==> src/rtl/fir_coeff_bank.sv <==
// Double-buffered KSIZE x KSIZE coefficient bank with MicroBlaze register access.
// The shadow bank is copied to the active bank on the first frame_start after a commit request.
module fir_coeff_bank #(
  parameter int unsigned KSIZE   = 5,
  parameter int unsigned COEFF_W = 16
) (
  input  logic                             microblaze_clk,
  input  logic                             rst_n,
  input  logic                             wr_en,
  input  logic [7:0]                       wr_addr,
  input  logic [31:0]                      wr_data,
  input  logic [3:0]                       wr_strb,
  input  logic                             rd_en,
  input  logic [7:0]                       rd_addr,
  output logic [31:0]                      rd_data,
  input  logic                             frame_start,
  output logic [KSIZE*KSIZE*COEFF_W-1:0]   coeff_flat,
  output logic                             coeff_valid,
  output logic                             commit_done
);

  localparam int unsigned NCOEFF = KSIZE * KSIZE;
  localparam logic [7:0] A_CTRL   = 8'hF0;
  localparam logic [7:0] A_STATUS = 8'hF4;
  localparam logic [7:0] A_STREAM = 8'hF8;

  typedef enum logic {ST_IDLE, ST_PENDING} state_e;

  state_e             state_q, state_d;
  logic [COEFF_W-1:0] shadow_q [NCOEFF];
  logic [COEFF_W-1:0] shadow_d [NCOEFF];
  logic [COEFF_W-1:0] active_q [NCOEFF];
  logic [COEFF_W-1:0] active_d [NCOEFF];
  logic [5:0]         ptr_q, ptr_d;
  logic               loaded_q, loaded_d;
  logic               rd_sel_q, rd_sel_d;
  logic               valid_q, valid_d;
  logic               done_q, done_d;
  logic [31:0]        rd_data_q, rd_data_d;

  logic wr_coeff, wr_ctrl, wr_stream, rd_coeff;
  logic commit_req, transfer, pending;

  assign wr_coeff   = wr_en && (32'(wr_addr) < 4 * NCOEFF);
  assign wr_ctrl    = wr_en && (wr_addr == A_CTRL);
  assign wr_stream  = wr_en && (wr_addr == A_STREAM);
  assign rd_coeff   = 32'(rd_addr) < 4 * NCOEFF;
  assign commit_req = wr_ctrl && wr_data[0];
  assign pending    = (state_q == ST_PENDING);

  // Lanes at or above COEFF_W fall off in the final truncation.
  function automatic logic [COEFF_W-1:0] merge_lanes(input logic [COEFF_W-1:0] old,
                                                     input logic [31:0] data,
                                                     input logic [3:0] strb);
    logic [31:0] w;
    w = 32'(old);
    for (int unsigned b = 0; b < 4; b++) begin
      if (strb[b]) w[8*b +: 8] = data[8*b +: 8];
    end
    return w[COEFF_W-1:0];
  endfunction

  function automatic logic [31:0] sext(input logic [COEFF_W-1:0] v);
    logic signed [COEFF_W-1:0] s;
    s = v;
    return 32'(s);
  endfunction

  always_comb begin
    state_d  = state_q;
    transfer = 1'b0;
    case (state_q)
      ST_IDLE:    if (commit_req) state_d = ST_PENDING;
      ST_PENDING: if (frame_start) begin
                    state_d  = ST_IDLE;
                    transfer = 1'b1;
                  end
      default:    state_d = ST_IDLE;
    endcase
  end

  // Transfer is applied first so a same-cycle shadow write only reaches the shadow bank.
  always_comb begin
    shadow_d = shadow_q;
    active_d = active_q;
    ptr_d    = ptr_q;
    loaded_d = loaded_q;
    rd_sel_d = rd_sel_q;
    valid_d  = valid_q;
    done_d   = transfer;
    if (transfer) begin
      active_d = shadow_q;
      valid_d  = 1'b1;
      loaded_d = 1'b0;
    end
    if (wr_coeff) begin
      for (int unsigned k = 0; k < NCOEFF; k++) begin
        if (32'(wr_addr[7:2]) == k) shadow_d[k] = merge_lanes(shadow_q[k], wr_data, wr_strb);
      end
    end
    if (wr_stream) begin
      for (int unsigned k = 0; k < NCOEFF; k++) begin
        if (32'(ptr_q) == k) shadow_d[k] = wr_data[COEFF_W-1:0];
      end
      if (32'(ptr_q) >= NCOEFF - 1) begin
        ptr_d    = '0;
        loaded_d = 1'b1;
      end else begin
        ptr_d = ptr_q + 6'd1;
      end
    end
    if (wr_ctrl) begin
      rd_sel_d = wr_data[3];
      if (wr_data[1]) begin
        ptr_d    = '0;
        loaded_d = 1'b0;
      end
    end
  end

  always_comb begin
    rd_data_d = rd_data_q;
    if (rd_en) begin
      rd_data_d = '0;
      if (rd_coeff) begin
        for (int unsigned k = 0; k < NCOEFF; k++) begin
          if (32'(rd_addr[7:2]) == k) rd_data_d = rd_sel_q ? sext(active_q[k]) : sext(shadow_q[k]);
        end
      end else if (rd_addr == A_CTRL) begin
        rd_data_d = {28'b0, rd_sel_q, 3'b0};
      end else if (rd_addr == A_STATUS) begin
        rd_data_d = {16'b0, 2'b0, ptr_q, 5'b0, loaded_q, valid_q, pending};
      end
    end
  end

  always_ff @(posedge microblaze_clk or negedge rst_n) begin
    if (!rst_n) begin
      state_q   <= ST_IDLE;
      ptr_q     <= '0;
      loaded_q  <= 1'b0;
      rd_sel_q  <= 1'b0;
      valid_q   <= 1'b0;
      done_q    <= 1'b0;
      rd_data_q <= '0;
      for (int unsigned k = 0; k < NCOEFF; k++) begin
        shadow_q[k] <= '0;
        active_q[k] <= '0;
      end
    end else begin
      state_q   <= state_d;
      ptr_q     <= ptr_d;
      loaded_q  <= loaded_d;
      rd_sel_q  <= rd_sel_d;
      valid_q   <= valid_d;
      done_q    <= done_d;
      rd_data_q <= rd_data_d;
      shadow_q  <= shadow_d;
      active_q  <= active_d;
    end
  end

  always_comb begin
    coeff_flat = '0;
    for (int unsigned k = 0; k < NCOEFF; k++) begin
      coeff_flat[k*COEFF_W +: COEFF_W] = active_q[k];
    end
  end

  assign rd_data     = rd_data_q;
  assign coeff_valid = valid_q;
  assign commit_done = done_q;

endmodule

==> config.mk <==
export PLATFORM = sky130hd
export DESIGN_NAME = fir_coeff_bank
export DESIGN_NICKNAME = d
export VERILOG_FILES = /design/src/rtl/fir_coeff_bank.sv
export SDC_FILE = /design/constraint.sdc
export NUM_CORES = 2
export LEC_CHECK = 0
export ABC_AREA = 1
export CAP_MARGIN = 20
export CORE_MARGIN = 2
export CORE_UTILIZATION = 35
export DETAILED_ROUTE_END_ITERATION = 16
export PLACE_DENSITY_LB_ADDON = 0.05
export SYNTH_ARGS = -nofsm -noshare
export SYNTH_HDL_FRONTEND = slang
export SYNTH_SLANG_ARGS = --single-unit
==> constraint.sdc <==
create_clock -name microblaze_clk -period 2.1 [get_ports microblaze_clk]
set_input_delay 0.63 -clock microblaze_clk [delete_from_list [all_inputs] [get_ports microblaze_clk]]
set_output_delay 0.63 -clock microblaze_clk [all_outputs]
set_load 0.02 [all_outputs]
==> run summary <==
Final Instance Count excl. Fillers - 7343
vias post-DR - 36.8k
status - complete, but fails checks
largest net degree at the start of global routing - 134
Critical Path RT - 2.67 ns
Post-synth EDFFs - 0
Final #Nets - 5851
final WL - 169 mm
commonest non-fill, non-tap cell in the layout - nand2_1
flops & latches, synth - 827
clock buffer depth - 3
ys flop type - dfrtp_1
Mapped Nets - 4870
die area - 113000 um^2
Cell Area, Placed - 51000 um^2
register area share after synthesis - 53.5%
Die Wd - 336 um
Max-Cap Viols - 0
part of the power in registers - 38.1%
Power Dens Cells - 1120 nW/um^2
IO buf count - 472
DP HPWL - 122 mm
clk sinks - 827
# rows - 121
M2 GR Usage - 47.2%
Slew Limit Fails - 0
unrepaired setup endpoints after global routing - yes
relative slew slack - 52.0%
Final min period - 3.39 ns
Worst-Margin Slew - 0.720 ns
Setup Skew - 0.0310 ns
Worst setup EP type - flip-flop
Pre-antenna DRT Iters - 7
most frequent cells in the layout - nand2_1 (1390), o21ai_0 (859), dfrtp_1 (781), buf_4 (570), inv_1 (509)
met3 Track Usage GR - 3.47%
crit path kind - reg2reg
largest stage delay on the critical path - 0.47 ns
crit path launch type - flip-flop
# H-tree levels - 3
post-DR wirelength/cell - 23.0 um
GRT Max-Usage Layer - met2
Switching Share - 37.4%
Root Buffer - clkbuf_16
mapped cell area - 38700 um^2
Final WS setup - -1.29 ns
Synth Warn # - 0
failing checks - negative setup slack
core area - 109000 um^2
Mapped Cells - 4809
GP Congestion - 0.889
Area Growth Syn to Fin - 39.7%
post-synthesis cell type count - 36
initial DRC count - 3376
I/O pin total - 491
CTS tree - built
Overflow after GRT - 0
Static Leak - 0.0262 uW
DR vias/cell - 5.02
DP Cell Count - 7135
share of layout cells above drive strength 1 - 24.6%
Initial Util - 35.4%
logic gate share of total power - 33.7%
Async SR Flop Fraction - 100%
clock slew at reported path FFs - 0.06 ns
vias in the first global route - 34.8k
CP max FO - 16
GRT Total Usage - 29.5%
Final Cycle Share - 161%
CP cell instances - buf_12, buf_16, buf_12, nand2_1, o21ai_1, buf_4, nor2_1, nor2_1, nand3_2, nand2_2, nand4_1, nand2_2, nand4_1, nor2_1, buf_4, nand4_1, nand2_1, nand4_1, nand2_2, nand4_1, nand2_1, a21oi_2
post-route cell area - 54000 um^2
Fmax - 0.295 GHz
slowest library cell on the worst path - dfrtp_4
DRC viols - 0
total CTS buffers - 95
CP most frequent cell - nand4_1
first-pass GRT wire length - 244 mm
crit path DAT - 3.96 ns
syn avg cell area - 8.04 um^2
die height - 336 um
Internal - 37900 uW
Hold Crit Class - in2async
post-place setup slack - -1.97 ns
Max VDD drop - 0.735 mV
initial antenna violation count - 3
final hold vios - 0
n_diodes - 0
Clock Power Share - 28.3%
Global Route met1 Usage - 42.2%
switching power - 22700 uW
Final Setup Violations - 16
worst-skew pair later-pin latency - 0.69 ns
post-route ant nets - 0
## layer usage
metal,vias up,share of wire (%)
li1,17600,-
met1,17800,45
met2,1248,46
met3,192,5.5
met4,2,2.7
met5,-,0.0071
## worst paths after layout
path | from | end | slack, ns | depth (start not counted)
worst min register to register | shadow_q[192] | shadow_q[192] | 0.50 | 2
worst max register to register | rd_sel_q | rd_data[11] | -1.29 | 22
min in group microblaze_clk | wr_data[3] | rd_sel_q | 0.45 | 3
worst min-delay path | rst_n | shadow_q[328] | 0.44 | 2
max in group asynchronous | rst_n | shadow_q[15] | 0.81 | 4
worst max-delay path | rd_sel_q | rd_data[11] | -1.29 | 22
## Yosys cell counts (28+ instances only)
master / instances / area (um^2)
nand2_1: 1474 / 5530
o211ai_1: 259 / 1940
nand3_1: 45 / 225
buf_2: 135 / 676
nor2_1: 202 / 758
o21ai_0: 902 / 4510
inv_1: 519 / 1950
a21oi_1: 94 / 470
dfrtp_1: 827 / 20700
nand4_1: 85 / 532
buf_4: 28 / 210
clkbuf_1: 143 / 537
## flip-flops by register name, indices dropped and copies added, names as in the netlist
signal and count:
pending 1, loaded_q 1, commit_done 1, rd_sel_q 1
coeff_valid 1, coeff_flat 400, ptr_q 6, shadow_q 400
rd_data 16
## layout make-up
cell class	instances	area, um^2
clock buffer	154	2920
clock inverter	20	251
fill	10600	55200
inverter	528	2020
multi-input combinational	3124	15000
sequential	827	20800
tap	1476	1850
timing repair buffer	1213	11200
timing repair inverter	1	16.3
## per-stage QoR
step                      total power [uW]  hold slack, ns  TNS (ns)  utilization (%)
after global routing                 63400           0.431    -19.91             49.5
after CTS                            60900           0.401    -17.95             49.4
final                                60600           0.436    -17.87             49.5
after floorplan                      30900           0.334    -15.98                -
after detailed placement             45600           0.490   -396.53             46.7
after global placement               45500           0.487   -399.91             46.7
## power groups by stage
stage / combinational (uW) / clock, uW / sequential, uW
global placement: 22300 / 0 / 23200
detailed placement: 22400 / 0 / 23200
CTS: 20600 / 17300 / 23000
finish: 20400 / 17100 / 23100
floorplan: 4860 / 0 / 26000
global route: 22000 / 18000 / 23400
## what timing repair did
item	in CTS	in global routing
hold endpoints to repair	18	0
gates resized for setup	1426	165
hold buffers	1	0
endpoints found under the setup margin	851	312
buffers inserted	19	11
cloned	5	3
pin swaps	63	55
## worst max-delay path, delay by kind of cell, from the launching register on
kind | cells | cell delay [ns]
AO/OA/AOI/OAI | 2 | 0.13
buffers and inverters | 5 | 0.76
flip-flops | 1 | 0.47
AND/OR/NAND/NOR | 15 | 1.88
## logic make-up (layout without fill, tap and decap cells)
group | after synthesis | after routing | share of synthesized area, %
buffers and inverters | 858 | 1916 | 9.09
xor gates and xnor gates | 1 | 1 | 0.0227
DFF | 827 | 827 | 53.5
and+or+nand+nor | 1841 | 1841 | 18.9
AOI/OAI and AO/OA | 1278 | 1278 | 18.3
adders and majority gates | 4 | 4 | 0.129
No activity file was read; power rests on OpenSTA's default activity.
